**src/rtl/ps2_pkg.sv**
```systemverilog
// Shared scan-code constants, FSM encoding and key decode for the PS/2 key controller.
package ps2_pkg;

  localparam logic [7:0] SC_EXT   = 8'hE0;
  localparam logic [7:0] SC_BRK   = 8'hF0;
  localparam logic [7:0] SC_W     = 8'h1D;
  localparam logic [7:0] SC_S     = 8'h1B;
  localparam logic [7:0] SC_SPACE = 8'h29;
  localparam logic [7:0] SC_ESC   = 8'h76;
  localparam logic [7:0] SC_UP    = 8'h75;
  localparam logic [7:0] SC_DOWN  = 8'h72;

  // Prefix FSM: which prefixes have been seen for the sequence in flight
  typedef enum logic [1:0] {
    StIdle   = 2'd0,
    StExt    = 2'd1,
    StBrk    = 2'd2,
    StExtBrk = 2'd3
  } ps2_state_e;

  typedef enum logic [2:0] {
    KeyNone  = 3'd0,
    KeyW     = 3'd1,
    KeyS     = 3'd2,
    KeySpace = 3'd3,
    KeyEsc   = 3'd4,
    KeyUp    = 3'd5,
    KeyDown  = 3'd6
  } key_e;

  // Map a final code byte to a tracked key; arrow codes only count when extended
  function automatic key_e decode_key(input logic ext, input logic [7:0] code);
    key_e k;
    k = KeyNone;
    if (ext) begin
      if (code == SC_UP) begin
        k = KeyUp;
      end else if (code == SC_DOWN) begin
        k = KeyDown;
      end
    end else begin
      case (code)
        SC_W:     k = KeyW;
        SC_S:     k = KeyS;
        SC_SPACE: k = KeySpace;
        SC_ESC:   k = KeyEsc;
        default:  k = KeyNone;
      endcase
    end
    return k;
  endfunction

endpackage

```
**src/rtl/paddle_dir_resolver.sv**
```systemverilog
// Resolves one player's up/down held flags into registered paddle directions.
// Optional feature macro: SOCD_LAST_WINS_EN (both held -> last pressed wins).
// Without it, both held resolves to neutral.
// Inputs are next-state held flags and make-edge strobes, so the registered
// outputs line up with the held-flag registers in the parent.
module paddle_dir_resolver (
  input  logic clk,
  input  logic rst,
  input  logic up_held,
  input  logic dn_held,
  input  logic up_make,
  input  logic dn_make,
  output logic dir_up,
  output logic dir_dn
);

  logic dir_up_q, dir_up_d;
  logic dir_dn_q, dir_dn_d;

`ifdef SOCD_LAST_WINS_EN
  logic last_up_q, last_up_d;

  // Track which direction was most recently newly pressed
  always_comb begin
    last_up_d = last_up_q;
    if (up_make) begin
      last_up_d = 1'b1;
    end else if (dn_make) begin
      last_up_d = 1'b0;
    end
  end

  // Last-pressed register
  always_ff @(posedge clk or negedge rst) begin
    if (!rst) begin
      last_up_q <= 1'b0;
    end else begin
      last_up_q <= last_up_d;
    end
  end

  // Conflict goes to the most recent press
  always_comb begin
    dir_up_d = up_held & (~dn_held | last_up_d);
    dir_dn_d = dn_held & (~up_held | ~last_up_d);
  end
`else
  logic unused_make;
  assign unused_make = up_make | dn_make;

  // Conflict resolves to neutral
  always_comb begin
    dir_up_d = up_held & ~dn_held;
    dir_dn_d = dn_held & ~up_held;
  end
`endif

  // Direction output registers
  always_ff @(posedge clk or negedge rst) begin
    if (!rst) begin
      dir_up_q <= 1'b0;
      dir_dn_q <= 1'b0;
    end else begin
      dir_up_q <= dir_up_d;
      dir_dn_q <= dir_dn_d;
    end
  end

  assign dir_up = dir_up_q;
  assign dir_dn = dir_dn_q;

endmodule

```
**src/rtl/ps2_key_controller.sv**
```systemverilog
// Scan-code set 2 decoder between the PS/2 byte receiver and the Pong game FSM.
// Tracks held keys and drives paddle directions, start pulse, pause toggle and
// a sequence-timeout error pulse.
// Optional feature macro: SOCD_LAST_WINS_EN (handled in paddle_dir_resolver).
module ps2_key_controller
  import ps2_pkg::*;
#(
  parameter int unsigned TIMEOUT_CYCLES = 250000,
  parameter int unsigned CNT_W          = $clog2(TIMEOUT_CYCLES)
) (
  input  logic       clk,
  input  logic       rst,
  input  logic [7:0] rx_data,
  input  logic       rx_valid,
  output logic       p1_up,
  output logic       p1_down,
  output logic       p2_up,
  output logic       p2_down,
  output logic       start_pulse,
  output logic       paused,
  output logic       seq_err
);

  logic             rx_valid_q;
  logic             accept;
  ps2_state_e       state_q, state_d;
  logic [CNT_W-1:0] cnt_q, cnt_d;
  logic             timeout;

  logic             ev_make, ev_break, ev_ext;
  key_e             ev_key;

  logic w_q, w_d, s_q, s_d, up_q, up_d, dn_q, dn_d, space_q, space_d, esc_q, esc_d;
  logic w_rise, s_rise, up_rise, dn_rise, space_rise, esc_rise;
  logic start_q, start_d, paused_q, paused_d, seq_err_q, seq_err_d;

  // Rising edge of the receiver flag: one accept per byte
  assign accept = rx_valid & ~rx_valid_q;

  // A byte arriving on the expiry cycle takes priority over the timeout
  assign timeout = (state_q != StIdle) && !accept &&
                   (cnt_q == CNT_W'(TIMEOUT_CYCLES - 1));

  // Receiver flag delay register
  always_ff @(posedge clk or negedge rst) begin
    if (!rst) begin
      rx_valid_q <= 1'b0;
    end else begin
      rx_valid_q <= rx_valid;
    end
  end

  // FSM state and timeout counter registers
  always_ff @(posedge clk or negedge rst) begin
    if (!rst) begin
      state_q <= StIdle;
      cnt_q   <= '0;
    end else begin
      state_q <= state_d;
      cnt_q   <= cnt_d;
    end
  end

  // Prefix FSM next state and timeout counter
  always_comb begin
    state_d = state_q;
    if (timeout) begin
      state_d = StIdle;
    end else if (accept) begin
      unique case (state_q)
        StIdle: begin
          if (rx_data == SC_EXT) begin
            state_d = StExt;
          end else if (rx_data == SC_BRK) begin
            state_d = StBrk;
          end
        end
        StExt: begin
          if (rx_data == SC_BRK) begin
            state_d = StExtBrk;
          end else if (rx_data != SC_EXT) begin
            state_d = StIdle;
          end
        end
        StBrk: begin
          if (rx_data != SC_BRK) begin
            state_d = StIdle;
          end
        end
        StExtBrk: state_d = StIdle;
        default:  state_d = StIdle;
      endcase
    end

    if ((state_q == StIdle) || accept || timeout) begin
      cnt_d = '0;
    end else begin
      cnt_d = cnt_q + CNT_W'(1);
    end
  end

  // FSM outputs: classify the accepted byte as a make or break event
  always_comb begin
    ev_make  = 1'b0;
    ev_break = 1'b0;
    ev_ext   = 1'b0;
    if (accept) begin
      unique case (state_q)
        StIdle:   ev_make = (rx_data != SC_EXT) && (rx_data != SC_BRK);
        StExt: begin
          ev_make = (rx_data != SC_EXT) && (rx_data != SC_BRK);
          ev_ext  = 1'b1;
        end
        StBrk:    ev_break = (rx_data != SC_BRK);
        StExtBrk: begin
          ev_break = 1'b1;
          ev_ext   = 1'b1;
        end
        default: ;
      endcase
    end
    ev_key = decode_key(ev_ext, rx_data);
  end

  // Held-flag next state, make edges and game control next state
  always_comb begin
    w_d     = w_q;
    s_d     = s_q;
    up_d    = up_q;
    dn_d    = dn_q;
    space_d = space_q;
    esc_d   = esc_q;
    if (ev_make || ev_break) begin
      case (ev_key)
        KeyW:     w_d     = ev_make;
        KeyS:     s_d     = ev_make;
        KeySpace: space_d = ev_make;
        KeyEsc:   esc_d   = ev_make;
        KeyUp:    up_d    = ev_make;
        KeyDown:  dn_d    = ev_make;
        default: ;
      endcase
    end

    // Typematic repeats of a held key produce no edge
    w_rise     = w_d & ~w_q;
    s_rise     = s_d & ~s_q;
    up_rise    = up_d & ~up_q;
    dn_rise    = dn_d & ~dn_q;
    space_rise = space_d & ~space_q;
    esc_rise   = esc_d & ~esc_q;

    start_d   = space_rise;
    paused_d  = paused_q ^ esc_rise;
    seq_err_d = timeout;
  end

  // Held flags and game control registers
  always_ff @(posedge clk or negedge rst) begin
    if (!rst) begin
      w_q       <= 1'b0;
      s_q       <= 1'b0;
      up_q      <= 1'b0;
      dn_q      <= 1'b0;
      space_q   <= 1'b0;
      esc_q     <= 1'b0;
      start_q   <= 1'b0;
      paused_q  <= 1'b0;
      seq_err_q <= 1'b0;
    end else begin
      w_q       <= w_d;
      s_q       <= s_d;
      up_q      <= up_d;
      dn_q      <= dn_d;
      space_q   <= space_d;
      esc_q     <= esc_d;
      start_q   <= start_d;
      paused_q  <= paused_d;
      seq_err_q <= seq_err_d;
    end
  end

  paddle_dir_resolver u_p1_dir (
    .clk     (clk),
    .rst     (rst),
    .up_held (w_d),
    .dn_held (s_d),
    .up_make (w_rise),
    .dn_make (s_rise),
    .dir_up  (p1_up),
    .dir_dn  (p1_down)
  );

  paddle_dir_resolver u_p2_dir (
    .clk     (clk),
    .rst     (rst),
    .up_held (up_d),
    .dn_held (dn_d),
    .up_make (up_rise),
    .dn_make (dn_rise),
    .dir_up  (p2_up),
    .dir_dn  (p2_down)
  );

  assign start_pulse = start_q;
  assign paused      = paused_q;
  assign seq_err     = seq_err_q;

endmodule

```
**config.mk**
```make
export PLATFORM = sky130hd
export DESIGN_NAME = ps2_key_controller
export DESIGN_NICKNAME = d
export VERILOG_FILES = /design/src/rtl/ps2_pkg.sv /design/src/rtl/paddle_dir_resolver.sv /design/src/rtl/ps2_key_controller.sv
export SDC_FILE = /design/constraint.sdc
export NUM_CORES = 1
export LEC_CHECK = 0
export ABC_AREA = 0
export BUFFER_PORTS_ARGS = -buffer_cell sky130_fd_sc_hd__buf_4
export CORE_ASPECT_RATIO = 0.8
export CORE_MARGIN = 2
export CORE_UTILIZATION = 25
export CTS_CLUSTER_DIAMETER = 100
export DETAILED_ROUTE_END_ITERATION = 7
export PLACE_DENSITY = 0.41
export SYNTH_ARGS = -nofsm -noshare
export SYNTH_HDL_FRONTEND = slang
export SYNTH_SLANG_ARGS = --single-unit
```
**constraint.sdc**
```tcl
create_clock -name clk -period 3.7 [get_ports clk]
set_input_delay 0.185 -clock clk [delete_from_list [all_inputs] [get_ports clk]]
set_output_delay 0.185 -clock clk [all_outputs]
set_load 0.01 [all_outputs]
```
==> load_flow_metrics.sql, run 1 <==
INSERT INTO impl_metrics (metric_group, metric, value, unit) VALUES
('status', 'status', 'completed', ''),
('die', 'core_area', '6820', 'um^2'),
('timing', 'max-slew-margin-rel', '50.5', '%'),
('yosys', 'seq_area_frac_synth', '48.9', '%'),
('timing', 'timing.final.max_slew_violations', '0', ''),
('job', 'maxCapViolations', '0', ''),
('cts', 'post-cts-setup-buffers', '0', ''),
('yosys', 'yosys_register_bits', '34', ''),
('cts', 'post_cts_resized', '0', ''),
('global_route', 'wire_length_of_the_first_global_routing_pass', '6470', 'um'),
('critical_path', 'worst_path_max_delay_cell', 'a2111o_1', ''),
('timing', 'unrepaired_setup_endpoints_after_global_routing', 'no', ''),
('power', 'total_power_consumption', '0.684', 'mW'),
('die', 'num_io_pins', '18', ''),
('drt', 'vias', '1281', ''),
('critical_path', 'critPathMaxFanout', '7', ''),
('global_route', 'grt_pass1_vias', '1270', ''),
('critical_path', 'critPathCaptureType', 'register', ''),
('timing', 'final-hold-violation-count', '0', ''),
('cts', 'cts_num_sinks', '34', ''),
('critical_path', 'chain_of_cells_forming_the_critical_path', 'and3b_1, a2111o_1, a2111oi_2, mux2i_1, o21a_1', ''),
('drt', 'postRouteWirelength', '3610', 'um'),
('critical_path', 'timing.critical_path.required', '3.92', 'ns'),
('die', 'height_of_the_die', '78.6', 'um'),
('cts', 'tritoncts', 'yes', ''),
('drt', 'detailedRoute.firstPassIterationCount', '4', ''),
('yosys', 'synth_top_area_share', '48.9', '%'),
('critical_path', 'criticalPathCategory', 'register to register', ''),
('cts', 'clock_root_buffer', 'clkbuf_8', ''),
('place', 'port_buffers', '17', ''),
('finish', 'layout_filler_cell_count', '722', ''),
('global_route', 'grt_start_max_net_pins', '35', ''),
('finish', 'nNetsFinal', '208', ''),
('finish', 'final_layout_size_suffix_gt1_share', '14.4', '%'),
('min_path', 'hold_crit_path_type', 'input port to register', ''),
('timing', 'period_needed', '2.10', 'ns'),
('yosys', 'synth_async_reset_ratio', '100', '%'),
('global_route', 'globalRouteTotalUtil', '10.8', '%'),
('yosys', 'synth.distinct_cells', '41', ''),
('drt', 'drt-wirelength-per-cell', '12.8', 'um'),
('die', 'die-area', '7650', 'um^2'),
('power', 'power_density', '335', 'nW/um^2'),
('yosys', 'synthesis.area', '1740', 'um^2'),
('drt', 'viasPerCell', '4.54', ''),
('critical_path', 'critical_path.max_stage_delay', '0.44', 'ns'),
('yosys', 'synth_top_flop_cell', 'dfrtp_1', ''),
('cts', 'clkSlewWorstSetupHoldPaths', '0.07', 'ns'),
('cts', 'numCtsBuffers', '5', ''),
('yosys', 'synth.top_cells.by_area', 'dfrtp_1, xnor2_1, nor2_1', ''),
('cts', 'htree_levels', '2', ''),
('critical_path', 'cp-start-kind', 'register', ''),
('yosys', 'synth_enable_flop_cells', '0', ''),
('timing', 'fin_tns_setup', '0', 'ns'),
('yosys', 'synthCells', '176', ''),
('drt', 'drc', '0', ''),
('yosys', 'syn-mean-instance-area', '9.89', 'um^2'),
('die', 'start_util', '25.5', '%'),
('timing', 'timing.clock.skew', '0.00484', 'ns'),
('cts', 'postCtsHoldBufs', '1', ''),
('drt', 'number_of_antenna_violating_nets_in_the_routed_design', '0', ''),
('timing', 'tightest_slew', '0.742', 'ns'),
('finish', 'area_growth_syn_to_layout', '17.4', '%'),
('global_route', 'grt_antenna_before_repair', '0', ''),
('place', 'finalWeightedCongestion', '0.732', ''),
('yosys', 'mappedNetlistNets', '188', ''),
('drt', 'drt-initial-drc-count', '57', ''),
('cts', 'clock_tree.buffer_depth', '2', ''),
('power', 'ir_drop', '118', 'uV'),
('critical_path', 'cp.arrival', '2.32', 'ns'),
('cts', 'insertion_delay', '0.28', 'ns'),
('yosys', 'yosysTopAreaCell', 'dfrtp_1', ''),
('timing', 'clock.fmax', '475', 'MHz'),
('power', 'p_leak', '0.815', 'nW'),
('place', 'detailed_place_hpwl', '2630', 'um'),
('die', 'die-width', '97.3', 'um'),
('global_route', 'remaining_overflow_grt', '0', ''),
('timing', 'min_period_over_period', '56.9', '%'),
('finish', 'antenna_cells', '0', ''),
('timing', 'final_setup_violation_count', '0', ''),
('die', 'rows', '27', ''),
('yosys', 'yosys_warnings', '0', '');
==> worst max-delay path: cells and delay by family (launching register included) <==
kind / cells / cell delay, ns
AOI/OAI and AO/OA: 3 / 0.96
DFF: 1 / 0.42
muxes: 1 / 0.37
and+or+nand+nor: 1 / 0.30
==> area by class of cell <==
| class | count | area [um^2] | area share [%] |
|---|---|---|---|
| multi-input combinational | 130 | 837 | 41.0 |
| sequential | 34 | 851 | 41.6 |
| tap | 87 | 109 | 5.33 |
| timing repair buffer | 18 | 138 | 6.74 |
| inverter | 7 | 26.3 | 1.29 |
| clock buffer | 6 | 82.6 | 4.04 |
==> per-stage QoR <==
| stage | setup slack, ns | area, um^2 | hold WS, ns | util (%) | instances |
|---|---|---|---|---|---|
| finish | 1.60 | 2040 | 0.0314 | 29.9 | 282 |
| global route | 1.42 | 2040 | 0.0206 | 29.9 | 282 |
| CTS | 1.58 | 2040 | 0.0214 | 29.9 | 282 |
| detailed placement | 1.56 | 1950 | 0.167 | 28.6 | 275 |
| global placement | 1.53 | 1950 | 0.163 | 28.6 | 275 |
| floorplan | 1.74 | 1740 | -0.111 | - | 176 |
==> registers in the layout, indices dropped and copies added, names as in the netlist <==
signal	flops
paused	1
s_q	1
cnt_q	18
u_p2_dir.dir_dn	1
w_q	1
u_p1_dir.dir_dn	1
space_q	1
start_pulse	1
dn_q	1
up_q	1
seq_err	1
esc_q	1
u_p1_dir.dir_up	1
u_p2_dir.dir_up	1
state_q	2
rx_valid_q	1
==> path summary, 6_finish.rpt <==
path	start	end	slack [ns]	depth (start not counted)
min in group asynchronous	rst	cnt_q[9]	0.39	2
hold / removal	rx_valid	rx_valid_q	0.03	1
max in group asynchronous	rst	rx_valid_q	2.99	2
hold reg to reg	space_q	start_pulse	0.46	1
setup / recovery	state_q[0]	u_p1_dir.dir_dn	1.60	5
setup reg to reg	state_q[0]	u_p1_dir.dir_dn	1.60	5
==> cells in the mapped netlist (all sizes together), types with 2 or more instances <==
master / count
dfrtp: 34
nor2: 27
xnor2: 15
nand2: 10
nand3: 10
inv: 7
nand4: 7
nor3: 7
nor4: 7
o21ai: 5
clkbuf: 4
and3: 3
nand2b: 3
nor4b: 3
or3b: 3
xor2: 3
a2111oi: 2
mux2: 2
mux2i: 2
nand3b: 2
nor2b: 2
or2: 2
==> placed cells by master (no fill, tap or decap), drive strengths merged, types with 2 or more instances in the layout <==
| master | count |
|---|---|
| a2111oi | 2 |
| and3 | 3 |
| buf | 17 |
| clkbuf | 6 |
| dfrtp | 34 |
| inv | 7 |
| mux2 | 2 |
| mux2i | 2 |
| nand2 | 10 |
| nand2b | 3 |
| nand3 | 10 |
| nand3b | 2 |
| nand4 | 7 |
| nor2 | 27 |
| nor2b | 2 |
| nor3 | 7 |
| nor4 | 7 |
| nor4b | 3 |
| o21ai | 5 |
| or2 | 2 |
| or3b | 3 |
| xnor2 | 15 |
| xor2 | 3 |
==> power by group <==
part | internal [mW] | switching, mW
Clock | 0.143 | 0.124
Sequential | 0.374 | 0.00115
Combinational | 0.0163 | 0.0252
==> logic make-up after synthesis <==
| logic type | after synthesis | synth area share [%] |
|---|---|---|
| flops | 34 | 48.9 |
| fa+ha+maj | 1 | 0.719 |
| xor+xnor | 18 | 9.06 |
| simple gates | 92 | 28.5 |
| mux | 4 | 2.44 |
| compound gates | 15 | 7.41 |
| buf+inv | 12 | 3.02 |
==> metal layers <==
layer / global-route usage [%] / vias up / wire (um)
met5: 0 / - / 0
met4: 3.75 / 0 / 59
met3: 3.03 / 4 / 138
met2: 13.8 / 23 / 1390
met1: 16.8 / 592 / 2020
li1: - / 662 / -
No activity file was read; power rests on OpenSTA's default activity.
==> run 2: changes to the inputs <==
==> constraint.sdc (replaced) <==
create_clock -name clk -period 2.2 [get_ports clk]
set_input_delay 0.11 -clock clk [delete_from_list [all_inputs] [get_ports clk]]
set_output_delay 0.11 -clock clk [all_outputs]
set_load 0.01 [all_outputs]
==> run 2 against run 1 <==
Power rose by 73%. Clock power rose by 81%. Largest power group unchanged. Setup slack got worse by 1.4 ns. Largest cell class unchanged.
==> load_flow_metrics.sql, run 2 (synthesized netlist as in run 1, its figures left out) <==
INSERT INTO impl_metrics (metric_group, metric, value, unit) VALUES
('die', 'die-width', '97.3', 'um'),
('die', 'height_of_the_die', '78.6', 'um'),
('critical_path', 'critical_path.startpoint', 'rx_valid', ''),
('cts', 'insertion_delay', '0.28', 'ns'),
('timing', 'period_needed', '2.02', 'ns'),
('power', 'power.share.combinational', '6.2', '%'),
('power', 'clock_power_share', '40.6', '%'),
('die', 'core_area', '6820', 'um^2'),
('finish', 'area_used_by_multi_input_combinational_logic', '837', 'um^2'),
('timing', 'timing.final.max_slew_violations', '0', ''),
('cts', 'numCtsBuffers', '5', ''),
('finish', 'biggestRegsByFlops', 'cnt_q (18), state_q (2)', ''),
('power', 'power_density', '564', 'nW/um^2'),
('critical_path', 'chain_of_cells_forming_the_critical_path', 'dlygate4sd3_1, buf_4, and3b_1, a2111o_1, a2111oi_2, mux2i_1, o21a_1', ''),
('status', 'status', 'completed', ''),
('place', 'placedCellCount', '280', ''),
('power', 'netSwitchingPower', '0.275', 'mW'),
('min_path', 'hold_crit_path_type', 'input port to register', ''),
('finish', 'area_growth_syn_to_layout', '20.8', '%'),
('drt', 'number_of_antenna_violating_nets_in_the_routed_design', '0', ''),
('critical_path', 'cp.arrival', '2.25', 'ns'),
('die', 'rows', '27', ''),
('drt', 'drt-wirelength-per-cell', '12.7', 'um'),
('critical_path', 'critical_path.max_stage_delay', '0.54', 'ns'),
('place', 'postPlaceCellArea', '1990', 'um^2'),
('critical_path', 'criticalPathCategory', 'input port to register', ''),
('global_route', 'grt_antenna_before_repair', '0', ''),
('global_route', 'remaining_overflow_grt', '0', ''),
('die', 'num_io_pins', '18', ''),
('finish', 'final_layout_size_suffix_gt1_share', '17.2', '%'),
('cts', 'clkSlewWorstSetupHoldPaths', '0.07', 'ns'),
('power', 'intPower', '0.911', 'mW'),
('power', 'p_sw_share', '23.2', '%'),
('drt', 'viasPerCell', '4.56', ''),
('critical_path', 'critPathTopFamily', 'compound AO/OA/AOI/OAI gates', ''),
('critical_path', 'crit_buf_inv', '2', ''),
('timing', 'fin_tns_setup', '0', 'ns'),
('drt', 'postRouteWirelength', '3680', 'um'),
('timing', 'timing.clock.skew', '0.00561', 'ns'),
('die', 'start_util', '25.5', '%'),
('finish', 'most-common-layout-cells', 'dfrtp_1, nor2_1, buf_4, xnor2_1', ''),
('global_route', 'wire_length_of_the_first_global_routing_pass', '6330', 'um'),
('cts', 'clock_root_buffer', 'clkbuf_8', ''),
('drt', 'drc', '0', ''),
('power', 'ir_drop', '206', 'uV'),
('cts', 'htree_levels', '2', ''),
('cts', 'post_cts_resized', '0', ''),
('place', 'port_buffers', '17', ''),
('min_path', 'min_from', 'rx_data[4]', ''),
('drt', 'detailedRoute.firstPassIterationCount', '4', ''),
('power', 'share_of_power_burned_in_registers', '53.1', '%'),
('cts', 'cts_num_sinks', '34', ''),
('cts', 'clock_tree.buffer_depth', '2', ''),
('drt', 'drt-initial-drc-count', '20', ''),
('place', 'finalWeightedCongestion', '0.757', ''),
('finish', 'antenna_cells', '0', ''),
('power', 'p_leak', '0.847', 'nW'),
('finish', 'layout_filler_cell_count', '722', ''),
('critical_path', 'timing.rr.start', 'state_q[0]', ''),
('finish', 'mostFrequentLayoutCell', 'dfrtp_1', ''),
('critical_path', 'timing.critical_path.required', '2.43', 'ns'),
('cts', 'tritoncts', 'yes', ''),
('timing', 'final-hold-violation-count', '0', ''),
('timing', 'max-slew-margin-rel', '66.7', '%'),
('global_route', 'grt_start_max_net_pins', '35', ''),
('finish', 'design_area', '2100', 'um^2'),
('die', 'die-area', '7650', 'um^2'),
('finish', 'largest_reg_flops', '18', ''),
('finish', 'final-seq-area', '851', 'um^2'),
('timing', 'tightest_slew', '0.493', 'ns'),
('timing', 'final_setup_violation_count', '0', ''),
('critical_path', 'critPathMaxFanout', '4', ''),
('job', 'maxCapViolations', '0', ''),
('finish', 'largest-register', 'cnt_q', ''),
('timing', 'min_period_over_period', '92.0', '%'),
('critical_path', 'worst_path_max_delay_cell', 'dlygate4sd3_1', ''),
('timing', 'unrepaired_setup_endpoints_after_global_routing', 'no', ''),
('finish', 'final_cells', '290', ''),
('drt', 'vias', '1321', ''),
('critical_path', 'critPathCaptureType', 'register', ''),
('global_route', 'grt_pass1_vias', '1259', ''),
('timing', 'clock.fmax', '494', 'MHz'),
('place', 'detailed_place_hpwl', '2600', 'um'),
('global_route', 'globalRouteTotalUtil', '10.5', '%'),
('finish', 'nNetsFinal', '214', ''),
('critical_path', 'cp-start-kind', 'input port', '');
-- run 2: cell count changes in the layout (fill, tap and decap cells not counted), sizes merged --
cell         before  now
clkinvlp          0    1
buf              17   22
dlygate4sd3       1    2
clkinv            0    1
-- run 2: tightest hold or removal path, delay by kind of cell --
kind,cells,cell delay [ns]
buf+inv,1,0.12
simple gates,1,0.06
compound gates,1,0.06
-- run 2: timing repair --
item,4_1_cts,5_1_grt
buffers inserted,0,0
hold endpoints to repair,35,0
hold buffers,2,0
-- run 2: through the flow --
stage | util [%] | worst slack, ns | hold WS [ns] | total power, mW
6_report | 30.8 | 0.176 | 0.112 | 1.19
5_1_grt | 30.8 | 0.0509 | 0.115 | 1.26
4_1_cts | 30.8 | 0.154 | 0.106 | 1.21
3_5_place_dp | 29.1 | 0.195 | 0.0965 | 0.716
3_3_place_gp | 29.1 | 0.200 | 0.0968 | 0.717
2_1_floorplan | - | 0.239 | -0.186 | 0.673
-- run 2: power by group through the flow --
stage          logic, mW  clock network [mW]  registers, mW
3_5_place_dp      0.0734                   0          0.642
3_3_place_gp      0.0742                   0          0.643
4_1_cts           0.0765               0.505          0.630
2_1_floorplan     0.0302                   0          0.643
5_1_grt           0.0845               0.543          0.631
6_report          0.0741               0.482          0.631
-- run 2: final cells by class --
class                           count  share of cell area [%]
Clock buffer                        6                    3.93
Multi-Input combinational cell    130                    39.8
Timing Repair Buffer               24                    8.80
Sequential cell                    34                    40.5
Clock inverter                      2                   0.595
Tap cell                           87                    5.18
Inverter                            7                    1.25
-- run 2: path summary, 6_finish.rpt --
kind | endpoint | slack, ns | depth (start not counted)
hold reg to reg | start_pulse | 0.46 | 1
setup reg to reg | u_p1_dir.dir_dn | 0.23 | 5
hold / removal | state_q[1] | 0.11 | 3
min in group asynchronous | cnt_q[2] | 0.31 | 2
max in group asynchronous | state_q[0] | 1.57 | 2
setup / recovery | u_p1_dir.dir_dn | 0.18 | 7
-- run 2: layer usage --
metal	part of all wire [%]	track usage [%]
met1	54	15.5
met2	42	14.3
met3	2.5	2.49
met4	1.6	4.58
met5	0	0
